File: config.mk
export PLATFORM = sky130hd
export DESIGN_NAME = fetch_unit_flat
export DESIGN_NICKNAME = d
export VERILOG_FILES = /design/src/rtl/rv_fetch_pkg.sv /design/src/rtl/fetch_unit_if.sv /design/src/rtl/fetch_fifo.sv /design/src/rtl/fetch_unit.sv /design/src/flat_wrapper.sv
export SDC_FILE = /design/constraint.sdc
export NUM_CORES = 1
export LEC_CHECK = 0
export CORE_ASPECT_RATIO = 0.5
export CORE_MARGIN = 8
export CORE_UTILIZATION = 45
export CTS_CLUSTER_SIZE = 16
export DETAILED_ROUTE_END_ITERATION = 8
export GPL_TIMING_DRIVEN = 0
export PLACE_DENSITY = 0.72
export SLEW_MARGIN = 20
export SYNTH_ARGS = -nofsm -noshare
export SYNTH_HDL_FRONTEND = slang
export SYNTH_HIERARCHICAL = 1
export SYNTH_SLANG_ARGS = --single-unit
export TNS_END_PERCENT = 30
File: constraint.sdc
create_clock -name clk -period 4.9 [get_ports clk]
set_clock_uncertainty 0.05 [all_clocks]
set_input_delay 0.98 -clock clk [delete_from_list [all_inputs] [get_ports clk]]
set_output_delay 0.98 -clock clk [all_outputs]
set_load 0.02 [all_outputs]
File: src/rtl/rv_fetch_pkg.sv
// rv_fetch_pkg: shared fetch-entry type and fetch constants
package rv_fetch_pkg;
    localparam logic [31:0] NOP_INSTR    = 32'h0000_0013;
    localparam logic [31:0] INSTR_BYTES  = 32'd4;
    localparam logic [31:0] RESET_PC_DEF = 32'h0000_0000;
    typedef struct packed {
        logic [31:0] pc;
        logic [31:0] instr;
        logic        misalign;
    } fetch_entry_t;
endpackage

File: src/rtl/fetch_unit_if.sv
// fetch_unit_if: instruction-memory, redirect and decode handshake signals of the fetch stage
interface fetch_unit_if;
    logic [31:0] imem_addr;
    logic [31:0] imem_rdata;
    logic        redirect_valid;
    logic [31:0] redirect_pc;
    logic        if_valid;
    logic        if_ready;
    logic [31:0] if_pc;
    logic [31:0] if_instr;
    logic        if_misalign;
    modport master (
        output imem_addr, if_valid, if_pc, if_instr, if_misalign,
        input  imem_rdata, redirect_valid, redirect_pc, if_ready
    );
    modport slave (
        input  imem_addr, if_valid, if_pc, if_instr, if_misalign,
        output imem_rdata, redirect_valid, redirect_pc, if_ready
    );
endinterface

File: src/rtl/fetch_fifo.sv
// fetch_fifo: circular fetch queue of fetch_entry_t with push/pop/flush; flush wins over both
module fetch_fifo import rv_fetch_pkg::*; #(
    parameter int DEPTH = 2
) (
    input  logic         clk,
    input  logic         rst,
    input  logic         push,
    input  logic         pop,
    input  logic         flush,
    input  fetch_entry_t din,
    output fetch_entry_t dout,
    output logic         full,
    output logic         empty
);
    localparam int AW = $clog2(DEPTH);
    logic [AW-1:0] rd, wr;
    logic [AW:0]   count;
    fetch_entry_t  mem [DEPTH];
    always_ff @(posedge clk or posedge rst) begin
        if (rst) begin
            rd    <= '0;
            wr    <= '0;
            count <= '0;
            for (int i = 0; i < DEPTH; i++) mem[i] <= '0;
        end else if (flush) begin
            rd    <= '0;
            wr    <= '0;
            count <= '0;
        end else begin
            if (push) begin
                mem[wr] <= din;
                wr      <= wr + 1'b1;
            end
            if (pop) rd <= rd + 1'b1;
            if (push & !pop) count <= count + 1'b1;
            else if (pop & !push) count <= count - 1'b1;
        end
    end
    assign dout  = mem[rd];
    assign full  = count == (AW+1)'(DEPTH);
    assign empty = count == '0;
endmodule

File: src/rtl/fetch_unit.sv
// fetch_unit: owns fetch PC, drives imem address, queues {pc,instr} to decode, takes redirects
// MISALIGN_TRAP_EN: misaligned fetch pushes one NOP fault entry and halts until the next redirect
module fetch_unit import rv_fetch_pkg::*; #(
    parameter logic [31:0] RESET_PC = RESET_PC_DEF,
    parameter int          FQ_DEPTH = 2
) (
    input logic          clk,
    input logic          rst,
    fetch_unit_if.master bus
);
`ifdef MISALIGN_TRAP_EN
    localparam logic TRAP = 1'b1;
`else
    localparam logic TRAP = 1'b0;
`endif
    logic [31:0]  fetch_pc, load_pc;
    logic         halted, push, pop, full, empty, mis;
    fetch_entry_t entry, head;
    assign mis     = TRAP & (fetch_pc[1:0] != 2'b00);
    assign load_pc = TRAP ? bus.redirect_pc : {bus.redirect_pc[31:2], 2'b00};
    assign pop     = !empty & bus.if_ready;
    assign push    = !halted & (!full | pop) & !bus.redirect_valid;
    assign entry   = '{pc: fetch_pc, instr: mis ? NOP_INSTR : bus.imem_rdata, misalign: mis};
    // a fault entry leaves fetch_pc parked on the misaligned address
    always_ff @(posedge clk or posedge rst) begin
        if (rst) begin
            fetch_pc <= RESET_PC;
            halted   <= 1'b0;
        end else if (bus.redirect_valid) begin
            fetch_pc <= load_pc;
            halted   <= 1'b0;
        end else if (push) begin
            fetch_pc <= mis ? fetch_pc : fetch_pc + INSTR_BYTES;
            halted   <= mis;
        end
    end
    fetch_fifo #(.DEPTH(FQ_DEPTH)) u_fifo (
        .clk  (clk),
        .rst  (rst),
        .push (push),
        .pop  (pop),
        .flush(bus.redirect_valid),
        .din  (entry),
        .dout (head),
        .full (full),
        .empty(empty)
    );
    assign bus.imem_addr   = fetch_pc;
    assign bus.if_valid    = !empty;
    assign bus.if_pc       = head.pc;
    assign bus.if_instr    = head.instr;
    assign bus.if_misalign = TRAP & head.misalign;
endmodule

File: src/flat_wrapper.sv
// flat-port wrapper written by rule: the top's interface ports become plain ports
module fetch_unit_flat import rv_fetch_pkg::*;
#(
    parameter logic [31:0] RESET_PC = RESET_PC_DEF,
    parameter int          FQ_DEPTH = 2
)
  (clk, rst, bus_imem_addr, bus_if_valid, bus_if_pc, bus_if_instr, bus_if_misalign, bus_imem_rdata, bus_redirect_valid, bus_redirect_pc, bus_if_ready);
  fetch_unit_if bus_i ();
  input logic clk;
  input logic rst;
  output wire logic [$bits(bus_i.imem_addr)-1:0] bus_imem_addr;
  output wire logic [$bits(bus_i.if_valid)-1:0] bus_if_valid;
  output wire logic [$bits(bus_i.if_pc)-1:0] bus_if_pc;
  output wire logic [$bits(bus_i.if_instr)-1:0] bus_if_instr;
  output wire logic [$bits(bus_i.if_misalign)-1:0] bus_if_misalign;
  input wire logic [$bits(bus_i.imem_rdata)-1:0] bus_imem_rdata;
  input wire logic [$bits(bus_i.redirect_valid)-1:0] bus_redirect_valid;
  input wire logic [$bits(bus_i.redirect_pc)-1:0] bus_redirect_pc;
  input wire logic [$bits(bus_i.if_ready)-1:0] bus_if_ready;
  assign bus_imem_addr = bus_i.imem_addr;
  assign bus_if_valid = bus_i.if_valid;
  assign bus_if_pc = bus_i.if_pc;
  assign bus_if_instr = bus_i.if_instr;
  assign bus_if_misalign = bus_i.if_misalign;
  assign bus_i.imem_rdata = bus_imem_rdata;
  assign bus_i.redirect_valid = bus_redirect_valid;
  assign bus_i.redirect_pc = bus_redirect_pc;
  assign bus_i.if_ready = bus_if_ready;
  fetch_unit #(.RESET_PC(RESET_PC), .FQ_DEPTH(FQ_DEPTH)) u_core (.clk(clk), .rst(rst), .bus(bus_i));
endmodule
==> results.md, run 1 <==
CTS:
- The tree is rooted in a sky130_fd_sc_hd__clkbuf_16.
- The hold buffer count at cts is 0.
- The count of clock tree sinks is 162.
- The later pin in the worst-skew pair is clocked with a latency of around 0.42 ns.
- TritonCTS created 17 clock buffers.
- TritonCTS built the clock tree.
- In this run, post-CTS repair resized a total of 0 instances.
- The worst-case clock buffer depth is 2.
- The number of buffers inserted by post-CTS setup repair is 0.
- The H-tree generated during clock tree synthesis spans 4 levels.
- The clock transition time at the flip-flop clock pins of the worst setup and hold paths is 0.07 ns.

STA:
- The worst slew margin relative to its limit is about 28%.
- The final max-slew violation count is 0.
- The period utilization is 81.3%.
- Setup repair after global routing left no endpoint under its margin.
- Setup violations remaining at the end of the flow were counted as 0.
- The time the final worst path needs with I/O delays and setup is 3.98 ns.
- Across all setup checks in the final design, the least slack found is 0.917 ns.
- The tightest hold path in the finished design has a slack of 0.432 ns.
- The fmax is 0.251 GHz.
- The number of hold violations in the final report is 0.
- For the pin with the worst max-slew slack, the measured transition is 1.08 ns.

Floorplanning:
- The die width is 203 um.
- The effective utilization at floorplan is 45.5%.
- The area enclosed by the die boundary is 0.0221 mm2.
- During I/O placement, the number of pins put on the boundary was around 170.
- The core region is around 0.017 mm2.
- The total number of placement rows is 34.
- Measured along the y axis, the die boundary spans 109 um.

Logic synthesis:
- The post-synthesis instance total is a little over 600.
- The mapped cell area is 0.00783 mm2.
- For this run, the number of Yosys warnings is 6.
- Dividing the synthesized area by the synthesized cell count gives 12.7 um2.

Worst setup path:
- The kind of end point of the critical path is a flop.
- The signal on the critical path passes through clkdlybuf4s50_1, clkbuf_1, clkbuf_1, clkbuf_1, a21oi_1, nand3b_1, buf_4, buf_6, mux2_1.
- The start point of the critical path is bus_redirect_valid.
- The critical path class is input pin to flop.
- Data arrives at the worst endpoint at 4.24 ns.
- Counting stages on the worst path, the most repeated cell is sky130_fd_sc_hd__clkbuf_1.
- The startpoint of the lowest-slack register-to-register path is u_core/u_fifo/count[0].
- Among all stages on the critical path, the largest delay is contributed by sky130_fd_sc_hd__clkdlybuf4s50_1.
- STA classifies the critical path startpoint as an input pin.
- Of all nets on the critical path, the largest fanout is 10.
- The delay of the slowest cell on the worst path is approximately 0.62 ns.
- Data on the critical path is required at its endpoint by 5.16 ns.

GRT:
- The number of antenna violations at the first check in global routing came to 0.
- After global routing the overflow that remains totals 0.
- The via count of the first global-routing pass is 6,113.
- The first global-routing pass estimated ~34,000 um of wire.
- For this run, the total global-route usage over all layers was measured as 19.7%.
- The pin count of the biggest net entering global routing is 106.

Placement:
- The number of I/O port buffers is 160.
- After legalization and detailed placement, the total HPWL measured 15,000 um.
- The congestion estimate from routability-driven global placement came to 0.898.
- The placed instances occupy a cell area of between 0.009 and 0.01 mm2.
- OpenSTA, run right after detailed placement, puts the worst setup slack at 0.507 ns.

Drt:
- After the first detailed-routing iteration, the DRC count stood at 394.
- Dividing the detail-routed wire length by the instance count gives 20.5 um.
- The detailed-router iteration count before antenna repair is 5.
- The overall routed net length is 21,500 um.
- The total number of vias is 5,832.
- Dividing the detail-routed via count by the number of cells gives 5.55.
- In the routed design, unresolved DRC markers number 0.
- The number of antenna-violating nets in the routed design is 0.

Finish:
- At the end of the flow the core is filled with cells to 60.5%.
- The net count of the finished layout is 873.
- The filler cells instantiated in the layout total 1,381.
- The number of diodes is 0.
- The layout overhead on the synthesized area is 32.9%.
- The post-layout instance area is ~0.010 mm2.
- Cells with a size suffix above 1 make up 19.3% of the layout.

Worst hold path:
- The min-delay analysis places its worst path in the category flop to flop.
- The startpoint identified for the worst hold timing path is u_core/u_fifo/mem[91].

Run:
- Across the run, the number of max-cap violations was 0.

Power:
- The sum of internal, switching and leakage power is 0.00621 W.
- Across the VDD grid, the largest voltage drop is ~0.0003 V.
- In this run the power density over the cells is a little under 600 mW/mm2.
- The leakage power total is 4.23 nW.

Status:
- The run finished with clean final reports.
## sequential cells by signal, indices dropped and copies added (netlist names)
signal and count:
u_core/u_fifo/wr 1, u_core/u_fifo/mem 128, u_core/u_fifo/count 2, u_core/bus.imem_addr 30, u_core/u_fifo/rd 1
## final cells by class
class                           instances  area [um2]  area share, %
Buffer                                 40         278           2.67
Clock buffer                           18         439           4.22
Clock inverter                         14         179           1.72
Inverter                               11        48.8          0.469
Multi-Input combinational cell        411        3480           33.5
Sequential cell                       162        4050           39.0
Tap cell                              234         293           2.81
Timing Repair Buffer                  161        1630           15.7
## layer usage
metal | vias up | part of all wire (%) | global-route usage, %
li1 | 2637 | - | -
met1 | 2920 | 44 | 25.4
met2 | 243 | 48 | 32.8
met3 | 32 | 6.0 | 4.30
met4 | 0 | 2.0 | 6.79
met5 | - | 0 | 0
## final timing paths
check	end	slack, ns	cells after the start
max in group asynchronous	u_core/u_fifo/mem[61]	3.14	3
worst min register to register	u_core/u_fifo/mem[91]	0.43	1
worst min-delay path	u_core/u_fifo/mem[91]	0.43	1
min in group asynchronous	u_core/u_fifo/mem[104]	0.90	2
worst max-delay path	u_core/u_fifo/mem[48]	0.92	9
worst max register to register	u_core/u_fifo/mem[104]	2.13	8
## report_power, final
group / switching (W) / internal, W
logic: 0.00123 / 0.00139
clock network: 0.000573 / 0.000825
registers: 0.000307 / 0.00188
total: 0.00211 / 0.00410
## layout by cell type (no fill, tap or decap), types with 3 or more instances in the layout
master and count:
sky130_fd_sc_hd__bufinv_16 3, sky130_fd_sc_hd__conb_1 7, sky130_fd_sc_hd__inv_1 9, sky130_fd_sc_hd__o31ai_1 11, sky130_fd_sc_hd__nand2_1 30, sky130_fd_sc_hd__clkinv_2 3, sky130_fd_sc_hd__nor4b_1 4, sky130_fd_sc_hd__clkdlybuf4s50_1 160
sky130_fd_sc_hd__nor2_1 19, sky130_fd_sc_hd__buf_4 4, sky130_fd_sc_hd__buf_6 6, sky130_fd_sc_hd__and4_1 4, sky130_fd_sc_hd__nor2b_1 10, sky130_fd_sc_hd__clkbuf_1 15, sky130_fd_sc_hd__a22oi_1 8, sky130_fd_sc_hd__a21oi_1 6
sky130_fd_sc_hd__nor3b_1 3, sky130_fd_sc_hd__nand4_1 23, sky130_fd_sc_hd__nor3_1 6, sky130_fd_sc_hd__a211oi_1 4, sky130_fd_sc_hd__o311ai_0 7, sky130_fd_sc_hd__clkinv_4 3, sky130_fd_sc_hd__mux2_2 94, sky130_fd_sc_hd__nand3_1 24
sky130_fd_sc_hd__mux2_1 98, sky130_fd_sc_hd__a31oi_1 4, sky130_fd_sc_hd__dfrtp_1 162, sky130_fd_sc_hd__buf_8 5, sky130_fd_sc_hd__o21ai_0 11, sky130_fd_sc_hd__or4_1 4, sky130_fd_sc_hd__xnor2_1 10, sky130_fd_sc_hd__buf_2 9
sky130_fd_sc_hd__inv_8 3, sky130_fd_sc_hd__clkbuf_16 17
## metrics by stage
| stage | instances | TNS, ns |
|---|---|---|
| floorplan | 624 | 0 |
| global placement | 1018 | -202.95 |
| detailed placement | 1019 | 0 |
| CTS | 1051 | 0 |
| global route | 1051 | 0 |
| finish | 1051 | 0 |
## critical path, delay by kind of cell
| kind | cells | cell delay (ns) |
|---|---|---|
| compound gates | 1 | 0.24 |
| buf+inv | 6 | 2.46 |
| mux | 1 | 0.34 |
| simple gates | 1 | 0.20 |
No activity file was read; power rests on OpenSTA's default activity.
==> run 2, diff against run 1 <==
==> constraint.sdc (replaced) <==
create_clock -name clk -period 3.68 [get_ports clk]
set_clock_uncertainty 0.05 [all_clocks]
set_input_delay 0.736 -clock clk [delete_from_list [all_inputs] [get_ports clk]]
set_output_delay 0.736 -clock clk [all_outputs]
set_load 0.02 [all_outputs]
==> run 2 against run 1 <==
  * Worst setup slack worse by 0.78 ns
  * Routed wire length decreased by 0.61%
  * Hold slack worse by 0.0026 ns
  * Sequential share of layout area decreased by 0.20 points
  * Core utilization rose by 0.31 points
  * Largest power group unchanged
  * Design area rose by 0.52%
  * Sequential power is 33% higher
  * Global-route usage barely moved
  * Sequential cell count stayed put
==> results.md, run 2 (synthesized netlist as in run 1, its figures left out) <==
Drt:
- The final routed DRC violation total was 0 (unchanged).
- The total number of vias is 5,902 (+1.2%).
- The DRC violation total after the first TritonRoute iteration was 436 (+11%).
- The number of antenna-violating nets in the routed design is 0 (unchanged).
- The detailed-router iteration count before antenna repair was 8 (+3).
- The per-cell routed wire length is 20.3 um (-0.90%).
- The overall routed net length is 21,400 um (-0.61%).
- The detail-routed via count per cell was 5.60 (+0.91%).

Worst setup path:
- The kind of launch point of the worst setup path is an input pin.
- The setup slack of the worst register-to-register path came to 0.86 ns (-1.27 ns).
- The cell with the largest stage delay on the worst path is sky130_fd_sc_hd__clkdlybuf4s50_1.
- The kind of end point of the critical path is a flop.
- The peak fanout along the critical path came to 10 (unchanged).
- The delay of the slowest cell on the worst path was 0.54 ns (-0.08 ns).
- The number of cell instances on the worst register-to-register path is 8 (unchanged).
- By instance count, the cell type seen most on the critical path is sky130_fd_sc_hd__clkbuf_1.
- The critical path starts at bus_redirect_valid.
- The critical path class is input pin to flop.
- The worst path arrival time is 3.79 ns (-0.45 ns).
- The required time reported for the critical path endpoint is 3.93 ns (-1.23 ns).
- The endpoint identified for the worst register-to-register timing path is u_core/u_fifo/mem[95].
- The endpoint of the most critical setup path is u_core/u_fifo/mem[95].
- The signal on the critical path passes through clkdlybuf4s50_1, clkbuf_1, clkbuf_1, clkbuf_2, a21oi_1, nor3b_2, buf_6, buf_8, mux2_1.
- The startpoint identified for the worst register-to-register timing path is u_core/u_fifo/count[0].

GRT:
- The leftover overflow at the end of global routing is 0 (unchanged).
- The number of antenna violations at the first check in global routing was 0 (unchanged).
- The pin count of the biggest net entering global routing came to 34 (-68%).
- The total routing usage reported by global routing is 19.7% (+0.039 points).
- The global-route wire length before repair is 34,400 um (about the same).
- The via count of the first global-routing pass is 6,293 (+2.9%).

Placement:
- The cell area after placement is 0.00984 mm2 (+0.58%).
- The number of I/O port buffers came to 160 (unchanged).
- The worst setup timing slack at the placement stage is -0.450 ns (-0.957 ns).
- The placed wire-length estimate after detailed placement is 15,500 um (+3.1%).
- The weighted congestion at the end of routability-driven global placement was 0.875 (-2.6%).

Floorplanning:
- The I/O pin count is 166 (unchanged).
- The height of the die was 109 um (unchanged).
- The total number of placement rows is 34 (unchanged).
- The area of the core is 0.0172 mm2 (unchanged).
- The area enclosed by the die boundary is 0.0221 mm2 (unchanged).
- The effective utilization at floorplan is 45.5% (unchanged).
- The die width is 203 um (unchanged).

CTS:
- The clock tree from TritonCTS is yes.
- The tree is rooted in a sky130_fd_sc_hd__clkbuf_16.
- The insertion delay to the later sink of the worst-skew pair is 0.43 ns (about the same).
- The count of clock tree sinks came to 162 (unchanged).
- The hold buffer count at cts came to 0 (unchanged).
- The number of gates given a new drive strength after cts is 1 (+1).
- The worst-case clock buffer depth is 2 (unchanged).
- The number of CTS-inserted buffers is 17 (unchanged).
- The clock transition time at the flip-flop clock pins of the worst setup and hold paths came to 0.07 ns (about the same).
- The number of buffers inserted by post-CTS setup repair was 0 (unchanged).
- The number of H-tree branching levels is 4 (unchanged).

Finish:
- The most common library cell in the layout ignoring fill and taps is sky130_fd_sc_hd__dfrtp_1.
- The number of diodes is 0 (unchanged).
- More flip-flops sit in one register than any other, and that register is u_core/u_fifo/mem.
- The flip-flop count of the largest register, all copies and words added came to 128 (unchanged).
- The number of fillers in the final layout is 1,405 (+1.7%).
- Relative to the synthesized area, the layout overhead comes to 33.6%.
- The library cells used most frequently in the layout, excluding fill and tap cells, are sky130_fd_sc_hd__dfrtp_1 (162), sky130_fd_sc_hd__clkdlybuf4s50_1 (160), sky130_fd_sc_hd__mux2_1 (98).
- The post-layout instance area was 0.0105 mm2 (+0.52%).
- The number of nets in the layout is 876 (+0.34%).
- The fraction of final layout cells sized beyond drive strength 1 was 19.8% (+0.42 points).
- The flip-flop and latch area is 0.00405 mm2 (unchanged).
- The area of the multi-input gates is 0.00348 mm2 (unchanged).

STA:
- The final max-slew violation count is 0 (unchanged).
- The summed negative setup slack over all endpoints came to 0 ns (unchanged).
- The time the final worst path needs with I/O delays and setup is 3.54 ns.
- Of the available clock period, the critical path in the final layout requires 96.2%.
- Setup repair after global routing left no endpoint under its margin.
- The pin slew with the least headroom to its limit is 0.962 ns (-0.116 ns).
- The number of setup violations in the final report is 0 (unchanged).
- The number of hold violations in the final report came to 0 (unchanged).
- The worst slew margin relative to its limit came to 35.9% (+7.8 points).
- The post-layout worst setup margin is 0.141 ns (-0.776 ns).
- Derived from the worst setup path, the maximum achievable clock frequency is 0.283 GHz.

Power:
- The sum of internal, switching and leakage power came to 0.00826 W (+33%).
- The maximum VDD drop was 0.000414 V (+37%).
- The ratio of total power to cell area came to 790 mW/mm2 (+32%).
- The leakage power total is 4.24 nW (+0.34%).

Worst hold path:
- The worst min-delay path category is flop to flop.

Run:
- The max-cap check violation count is 0 (unchanged).

Status:
- The flow ran to the end, and the final reports show no timing, DRC or antenna violations.
run 2: cell count changes in the layout (fill, tap and decap cells not counted):
| cell | previous run | this run |
|---|---|---|
| sky130_fd_sc_hd__inv_6 | 2 | 7 |
| sky130_fd_sc_hd__bufinv_16 | 3 | 2 |
| sky130_fd_sc_hd__clkinvlp_4 | 1 | 3 |
| sky130_fd_sc_hd__inv_8 | 3 | 1 |
| sky130_fd_sc_hd__clkbuf_1 | 15 | 14 |
| sky130_fd_sc_hd__clkbuf_2 | 0 | 1 |
| sky130_fd_sc_hd__clkinv_2 | 3 | 0 |
| sky130_fd_sc_hd__buf_12 | 0 | 3 |
| sky130_fd_sc_hd__clkbuf_8 | 1 | 0 |
| sky130_fd_sc_hd__clkinv_8 | 0 | 2 |
| sky130_fd_sc_hd__clkinv_4 | 3 | 1 |
run 2: worst min path at each step:
stage,to,cells after the start,startpoint,slack (ns)
after floorplan,u_core/u_fifo/mem[100],1,u_core/u_fifo/mem[100],0.40
after global placement,u_core/u_fifo/mem[74],1,u_core/u_fifo/mem[74],0.41
after detailed placement,u_core/u_fifo/mem[113],1,u_core/u_fifo/mem[113],0.42
after CTS,u_core/u_fifo/mem[113],1,u_core/u_fifo/mem[113],0.44
after global routing,u_core/u_fifo/mem[20],1,u_core/u_fifo/mem[20],0.45
final,u_core/u_fifo/mem[72],1,u_core/u_fifo/mem[72],0.43
run 2: metal layers:
layer	up-vias	share of wire, %	track usage (%)
met3	31	6.1	5.40
li1	2647	-	-
met4	0	1.6	5.92
met5	-	0	0
met1	3004	42	24.0
met2	220	51	34.4
run 2: cell type report:
cell class	count	area share (%)
Clock inverter	15	1.81
Inverter	11	0.431
Clock buffer	17	4.07
Timing Repair Buffer	164	16.2
Tap cell	234	2.80
Buffer	40	2.67
Multi-Input combinational cell	411	33.3
Sequential cell	162	38.8
run 2: worst max-delay path, delay by kind of cell:
kind	cells	cell delay (ns)
AOI/OAI and AO/OA	1	0.44
and+or+nand+nor	1	0.38
buffers and inverters	6	1.86
muxes	1	0.34
run 2: where the power goes:
| group | internal [W] | switching [W] |
|---|---|---|
| sequential | 0.00250 | 0.000415 |
| combinational | 0.00186 | 0.00164 |
| clock | 0.00103 | 0.000807 |
| total | 0.00540 | 0.00286 |
run 2: per-stage QoR:
stage               std cells  hold slack, ns  utilization [%]
finish                   1054           0.429             60.8
global placement         1018           0.413             56.7
detailed placement       1022           0.421             57.3
global route             1054           0.451             60.8
floorplan                 624           0.404                -
CTS                      1054           0.437             60.8
